### config.mk
export PLATFORM = sky130hd
export DESIGN_NAME = vga_timing_gen
export DESIGN_NICKNAME = d
export VERILOG_FILES = /design/src/rtl/vga_timing_gen.sv
export SDC_FILE = /design/constraint.sdc
export NUM_CORES = 1
export LEC_CHECK = 0
export CAP_MARGIN = 20
export CORE_MARGIN = 2
export CORE_UTILIZATION = 38
export DETAILED_ROUTE_END_ITERATION = 6
export SLEW_MARGIN = 30
export SYNTH_ARGS = -nofsm -noshare
export SYNTH_HDL_FRONTEND = slang
export SYNTH_SLANG_ARGS = --single-unit
### constraint.sdc
create_clock -name pixel_clk -period 3.05 [get_ports pixel_clk]
set_input_delay 0.7625 -clock pixel_clk [delete_from_list [all_inputs] [get_ports pixel_clk]]
set_output_delay 0.7625 -clock pixel_clk [all_outputs]
set_load 0.1 [all_outputs]
### src/rtl/vga_timing_gen.sv
// rtl/vga_timing_gen.sv - VGA raster timing generator with pixel-stream intake and underflow tracking
// Line/frame order is front porch, sync, back porch, display; all video outputs lag the counters by one cycle.
module vga_timing_gen #(
    parameter int HDISP  = 800,
    parameter int VDISP  = 480,
    parameter int HFP    = 40,
    parameter int HPULSE = 48,
    parameter int HBP    = 40,
    parameter int VFP    = 13,
    parameter int VPULSE = 3,
    parameter int VBP    = 29
) (
    input  logic        pixel_clk,
    input  logic        pixel_rst_n,
    input  logic [23:0] pix_data,
    input  logic        pix_valid,
    output logic        pix_ready,
    output logic        sof,
    output logic        vid_hs,
    output logic        vid_vs,
    output logic        vid_blank,
    output logic [23:0] vid_rgb,
    output logic        underflow,
    output logic [15:0] underflow_cnt
);

    localparam int HTOTAL = HFP + HPULSE + HBP + HDISP;
    localparam int VTOTAL = VFP + VPULSE + VBP + VDISP;
    localparam int HW     = $clog2(HTOTAL);
    localparam int VW     = $clog2(VTOTAL);

    logic [HW-1:0] hcnt;
    logic [VW-1:0] vcnt;
    logic          h_last;
    logic          v_last;
    logic          h_disp;
    logic          v_disp;
    logic          h_sync;
    logic          v_sync;
    logic          disp;
    logic          starve;

    assign h_last = (hcnt == HW'(HTOTAL - 1));
    assign v_last = (vcnt == VW'(VTOTAL - 1));
    assign h_disp = (hcnt >= HW'(HTOTAL - HDISP));
    assign v_disp = (vcnt >= VW'(VTOTAL - VDISP));
    assign h_sync = (hcnt >= HW'(HFP)) && (hcnt < HW'(HFP + HPULSE));
    assign v_sync = (vcnt >= VW'(VFP)) && (vcnt < VW'(VFP + VPULSE));
    assign disp   = h_disp && v_disp;
    assign starve = disp && !pix_valid;

    // Counters are already zero in reset, but the gate keeps pix_ready low regardless.
    assign pix_ready = disp && pixel_rst_n;

    always_ff @(posedge pixel_clk or negedge pixel_rst_n) begin
        if (!pixel_rst_n) begin
            hcnt          <= '0;
            vcnt          <= '0;
            vid_hs        <= 1'b1;
            vid_vs        <= 1'b1;
            vid_blank     <= 1'b0;
            vid_rgb       <= '0;
            sof           <= 1'b0;
            underflow     <= 1'b0;
            underflow_cnt <= '0;
        end else begin
            if (h_last) begin
                hcnt <= '0;
                vcnt <= v_last ? '0 : vcnt + VW'(1);
            end else begin
                hcnt <= hcnt + HW'(1);
            end
            vid_hs    <= !h_sync;
            vid_vs    <= !v_sync;
            vid_blank <= disp;
            vid_rgb   <= (disp && pix_valid) ? pix_data : 24'h000000;
            sof       <= (hcnt == '0) && (vcnt == '0);
            // Starvation never stalls the raster; it is only recorded.
            if (starve) begin
                underflow <= 1'b1;
                if (underflow_cnt != 16'hFFFF) begin
                    underflow_cnt <= underflow_cnt + 16'd1;
                end
            end
        end
    end

endmodule

==> results of run 1 <==
==> power by group through the flow <==
stage / sequential, µW / combinational, µW / clock, µW
2_1_floorplan: 962 / 8.65 / 0
3_3_place_gp: 899 / 140 / 0
3_5_place_dp: 899 / 141 / 0
4_1_cts: 883 / 141 / 709
5_1_grt: 884 / 147 / 746
6_report: 883 / 139 / 690
==> metal layers <==
| layer | up-vias | part of all wire, % |
|---|---|---|
| li1 | 1045 | - |
| met1 | 978 | 45 |
| met2 | 60 | 45 |
| met3 | 11 | 7.3 |
| met4 | 0 | 2.4 |
| met5 | - | 0 |
==> layout by cell type, fill, tap and decap left out, types with 3 or more instances in the layout <==
cell type / n
nand3_1: 10
xnor2_1: 5
nor4_1: 3
nor3b_2: 4
nand2_1: 17
nand4_1: 9
buf_4: 47
ha_1: 6
nand2b_1: 6
nor3_2: 8
nor4_2: 3
clkdlybuf4s50_1: 25
dfrtp_1: 63
and2_1: 27
o21ai_0: 14
xor2_1: 18
nor2_1: 19
clkbuf_8: 9
clkinv_2: 3
and3_1: 7
inv_1: 5
==> worst max-delay path, stage by stage (launching register included) <==
cell,delay (ns)
dfrtp_1,0.45
ha_1,0.22
nand2b_1,0.15
a31o_2,0.28
a21boi_2,0.21
nor2_1,0.08
and2_1,0.20
buf_12,0.17
==> registers in the layout (all words and copies together), names as in the netlist <==
signal / count
underflow: 1
vid_rgb: 24
underflow_cnt: 16
vid_hs: 1
hcnt: 10
sof: 1
vid_blank: 1
vcnt: 10
vid_vs: 1
==> worst paths after layout <==
| path | from | to | slack [ns] | cells after the start |
|---|---|---|---|---|
| max reg2reg | vcnt[0]$_DFFE_PN0N_ | underflow_cnt[1]$_DFFE_PN0P_ | 0.96 | 6 |
| min reg2reg | hcnt[0]$_DFF_PN0_ | hcnt[0]$_DFF_PN0_ | 0.49 | 1 |
| max in group asynchronous | pixel_rst_n | vid_rgb[3]$_DFF_PN0_ | 1.89 | 2 |
| min in group asynchronous | pixel_rst_n | hcnt[5]$_DFF_PN0_ | 0.62 | 2 |
| max | vcnt[0]$_DFFE_PN0N_ | pix_ready | 0.20 | 7 |
| min | hcnt[0]$_DFF_PN0_ | hcnt[0]$_DFF_PN0_ | 0.49 | 1 |
==> per-stage QoR <==
| step | instances | hold WS (ns) |
|---|---|---|
| after floorplan | 261 | 0.455 |
| after global placement | 428 | 0.459 |
| after detailed placement | 428 | 0.478 |
| after CTS | 443 | 0.488 |
| after global routing | 443 | 0.505 |
| final | 443 | 0.486 |
==> cell type report <==
class	count	share of cell area [%]
multi-input cells	182	33.0
repair buffers	74	16.3
clock buffers	9	3.21
flip-flops and latches	65	42.2
inverters	5	0.486
clock inverters	6	1.56
well taps	102	3.31
==> cells by family after synthesis <==
family	synth area share [%]
compound gates	4.97
xor+xnor	6.78
simple gates	28.2
mux	0.379
buf+inv	2.40
flops	54.8
fa+ha+maj	2.53
==> impl_metrics.json, run 1 <==
{
  "status": "finished, final reports clean",
  "cts_tree": "done",
  "multi_input_area_mm2": 0.00127,
  "end_kind": "output pin",
  "fin_skew_ns": 0.00741,
  "yosys.area.top_type": "dfrtp_1",
  "finalWeightedCongestion": 0.752,
  "synth_edf_count": 0,
  "grt_usage_pct": 15.2,
  "ys_ff_latch": 65,
  "synth_fp_nets": 294,
  "grt_antenna_before_repair": 0,
  "grt_max_degree": 66,
  "fin_area_mm2": 0.00386,
  "p_per_area_mw_per_mm2": 443,
  "ant_nets": 0,
  "worst-slew-pin-transition_ns": 0.808,
  "fmax_mhz": 351,
  "cts_buffers": 9,
  "syn_avg_cell_area_um2": 11.4,
  "setup-tns-final_ns": 0,
  "cts_max_level": 3,
  "gr-max-usage-layer": "met2",
  "maxCapViolCount": 0,
  "synth-seq-area-share_pct": 54.8,
  "seqPwrFrac_pct": 51.6,
  "fin_crit_sh_pct": 93.3,
  "power.switching_uw": 427,
  "final-seq-area_mm2": 0.00163,
  "ios": 73,
  "insertion_delay_ns": 0.33,
  "ys_top_cells_by_area": "dfrtp_1 53%, and2_1 5.7%, xor2_1 5.3%",
  "rsz0062_at_grt": "false",
  "required_ns": 2.29,
  "dr.pass1.iters": 4,
  "swShare_pct": 25.0,
  "die_x_um": 92.5,
  "p_clk_share_pct": 40.3,
  "p_total_uw": 1710,
  "wl_mm": 5.94,
  "grt_pass1_wl_mm": 10.1,
  "initial_core_util_pct": 38.9,
  "pre_cts_ws_ns": 0.548,
  "relSlewSlack_pct": 46.2,
  "syn2layout_area_growth_pct": 29.8,
  "place_area_mm2": 0.00368,
  "synth.most_common_cell": "dfrtp_1",
  "worst_slack_ns": 0.204,
  "period_needed_ns": 2.85,
  "yosys_warnings": 0,
  "io_buffer_count": 72,
  "drc": 0,
  "crit_type": "reg -> out",
  "layout-drive-gt1-share_pct": 27.6,
  "hold_path_class": "reg -> reg",
  "slew_viol_final": 0,
  "cts_sinks": 65,
  "ys_async_sr_fraction_pct": 100,
  "ctsResizeCount": 0,
  "path_clk_slew_ns": 0.07,
  "syn_inst": 261,
  "via_count": 2094,
  "grtUsageMet1_pct": 19.7,
  "synth_top_area_share_pct": 53.0,
  "hold_buffers": 0,
  "critPathMaxFanout": 7,
  "finalNetCount": 370,
  "fp.dieH_um": 92.5,
  "worst_setup_path_start_kind": "flip-flop",
  "grt_use_met2_pct": 22.0,
  "synth_area_mm2": 0.00297,
  "grt.met3_usage_pct": 5.37,
  "die_area_mm2": 0.00855,
  "cellLeakagePower_uw": 0.00180,
  "nFillCells": 700,
  "dr.first_iter.drc_count": 80,
  "vias_per_cell": 4.73,
  "grt_pass1_vias": 2036,
  "synthDistinctLibCells": 46,
  "clockBufferDepth": 2,
  "peakVddDrop_mv": 0.220,
  "post-dp-hpwl_mm": 4.16,
  "post_cts_buffers": 0,
  "setup-violations-final": 0,
  "routedWlPerCell_um": 13.4,
  "p_int_uw": 1280,
  "root_buffer": "clkbuf_8",
  "synth_common_cells": "63 x dfrtp_1, 27 x and2_1, 19 x nor2_1",
  "overflow": 0,
  "combPwrFrac_pct": 8.1,
  "rows": 32,
  "cp.arrival_ns": 2.08,
  "synth-main-ff-cell": "dfrtp_1",
  "hold_violations": 0,
  "insertedDiodeCount": 0,
  "core-area_mm2": 0.00765,
  "post-route-util_pct": 50.5
}
No activity file was read; power rests on OpenSTA's default activity.
==> inputs of run 2 (changes only) <==
CORE_MARGIN = 5   (was 2)
HOLD_SLACK_MARGIN = 0.06   (was not set)
MAX_ROUTING_LAYER = met4   (was not set)
==> run 2 against run 1 <==
Net effect:
- final area stayed put
- sequential share of layout area is the same
- combinational power barely moved
- utilization down 0.26 points
- setup slack improved by 0.00093 ns
- first-iteration DRC count fell by 14%
- non-clock buffer count unchanged
- via count rose by 1.5%
- global-route usage fell by 1.4 points
- clock-buffer cell count stayed put
- sequential power barely moved
- power decreased by 0.21%
==> impl_metrics.json, run 2 (synthesis results as in run 1) <==
{
  "status": "finished, final reports clean",
  "crit_chain": "ha_1, nand2b_1, a31o_2, a21boi_2, nor2_1, and2_1, buf_12",
  "vias_per_cell": 4.79,
  "ant_nets": 0,
  "root_buffer": "clkbuf_8",
  "cts_buffers": 9,
  "rows": 32,
  "wl_mm": 6.20,
  "end_kind": "output pin",
  "relSlewSlack_pct": 45.5,
  "required_ns": 2.29,
  "insertion_delay_ns": 0.34,
  "ctsResizeCount": 0,
  "via_count": 2125,
  "critPathMaxFanout": 7,
  "top_regs": "vid_rgb (24), underflow_cnt (16)",
  "initial_core_util_pct": 38.7,
  "final_common_cell": "dfrtp_1",
  "maxCapViolCount": 0,
  "hold_ws_ns": 0.490,
  "cts_max_level": 3,
  "crit_type": "reg -> out",
  "rsz0062_at_grt": "false",
  "overflow": 0,
  "setup-tns-final_ns": 0,
  "hold_path_class": "reg -> reg",
  "cts_tree": "done",
  "fin_skew_ns": 0.0102,
  "p_per_area_mw_per_mm2": 442,
  "hold_violations": 0,
  "path_clk_slew_ns": 0.08,
  "hold_buffers": 0,
  "grt_usage_pct": 13.9,
  "grt_pass1_vias": 2112,
  "ios": 73,
  "routedWlPerCell_um": 14.0,
  "cp.arrival_ns": 2.08,
  "die_area_mm2": 0.00969,
  "insertedDiodeCount": 0,
  "fin_crit_sh_pct": 93.3,
  "setup-violations-final": 0,
  "fp.dieH_um": 98.5,
  "syn2layout_area_growth_pct": 29.8,
  "fmax_mhz": 352,
  "layout-drive-gt1-share_pct": 27.8,
  "worst_setup_path_start_kind": "flip-flop",
  "drc": 0,
  "post-dp-hpwl_mm": 4.35,
  "finalNetCount": 370,
  "die_x_um": 98.5,
  "io_buffer_count": 72,
  "dr.pass1.iters": 4,
  "grt_pass1_wl_mm": 10.4,
  "cellLeakagePower_uw": 0.00180,
  "post_cts_buffers": 0,
  "largest_register_ffs": 24,
  "slew_viol_final": 0,
  "worst-slew-pin-transition_ns": 0.817,
  "critPathMaxStageDelay_ns": 0.45,
  "layout_common_cells": "63 x dfrtp_1, 47 x buf_4, 27 x and2_1",
  "nFillCells": 741,
  "top_register": "vid_rgb",
  "clockBufferDepth": 2,
  "critical_path.slowest_cell": "dfrtp_1",
  "grt_max_degree": 66,
  "period_needed_ns": 2.84,
  "cts_sinks": 65,
  "finalWeightedCongestion": 0.772,
  "core-area_mm2": 0.00769,
  "dr.first_iter.drc_count": 69,
  "peakVddDrop_mv": 0.203,
  "grt_antenna_before_repair": 0
}
==> run 2: worst paths after layout <==
| kind | startpoint | to | slack, ns | depth (start not counted) |
|---|---|---|---|---|
| worst max-delay path | vcnt[0]$_DFFE_PN0N_ | pix_ready | 0.21 | 7 |
| worst min-delay path | underflow$_DFFE_PN0P_ | underflow$_DFFE_PN0P_ | 0.49 | 1 |
| min in group asynchronous | pixel_rst_n | hcnt[9]$_DFF_PN0_ | 0.61 | 2 |
| worst min register to register | underflow$_DFFE_PN0P_ | underflow$_DFFE_PN0P_ | 0.49 | 1 |
| max in group asynchronous | pixel_rst_n | vid_rgb[13]$_DFF_PN0_ | 1.89 | 2 |
| worst max register to register | vcnt[0]$_DFFE_PN0N_ | underflow_cnt[1]$_DFFE_PN0P_ | 0.98 | 6 |
==> run 2: per-stage QoR <==
stage,util (%),worst slack (ns),power [µW],instances,area (µm²)
2_1_floorplan,-,0.410,970,261,2970
3_5_place_dp,47.8,0.545,1040,428,3680
6_report,50.2,0.205,1710,444,3860
3_3_place_gp,47.8,0.586,1040,428,3680
4_1_cts,50.2,0.168,1730,444,3860
5_1_grt,50.2,0.0865,1780,444,3860
==> run 2: critical path, delay by kind of cell (launching register included) <==
family	cells	cell delay, ns
buf+inv	1	0.17
fa+ha+maj	1	0.21
simple gates	3	0.43
flops	1	0.45
compound gates	2	0.49
==> run 2: layer usage <==
metal	wire length (µm)	track usage [%]	vias to the layer above	part of all wire, %
li1	-	-	1047	-
met1	2900	17.6	1007	47
met2	2790	20.2	67	45
met3	466	5.10	4	7.5
met4	51	5.36	0	0.82
met5	0	-	-	0
==> run 2: power by group <==
group	internal [µW]	switching, µW	total (µW)
combinational	45.4	93.0	138
clock	309	378	687
sequential	870	12.3	882
==> run 2: cell type report <==
class	count	area [µm²]	area share (%)
clock inverter	7	60.1	1.56
multi-input combinational	182	1270	33.0
tap	102	128	3.31
inverter	5	18.8	0.486
timing repair buffer	74	628	16.3
clock buffer	9	124	3.21
sequential	65	1630	42.2
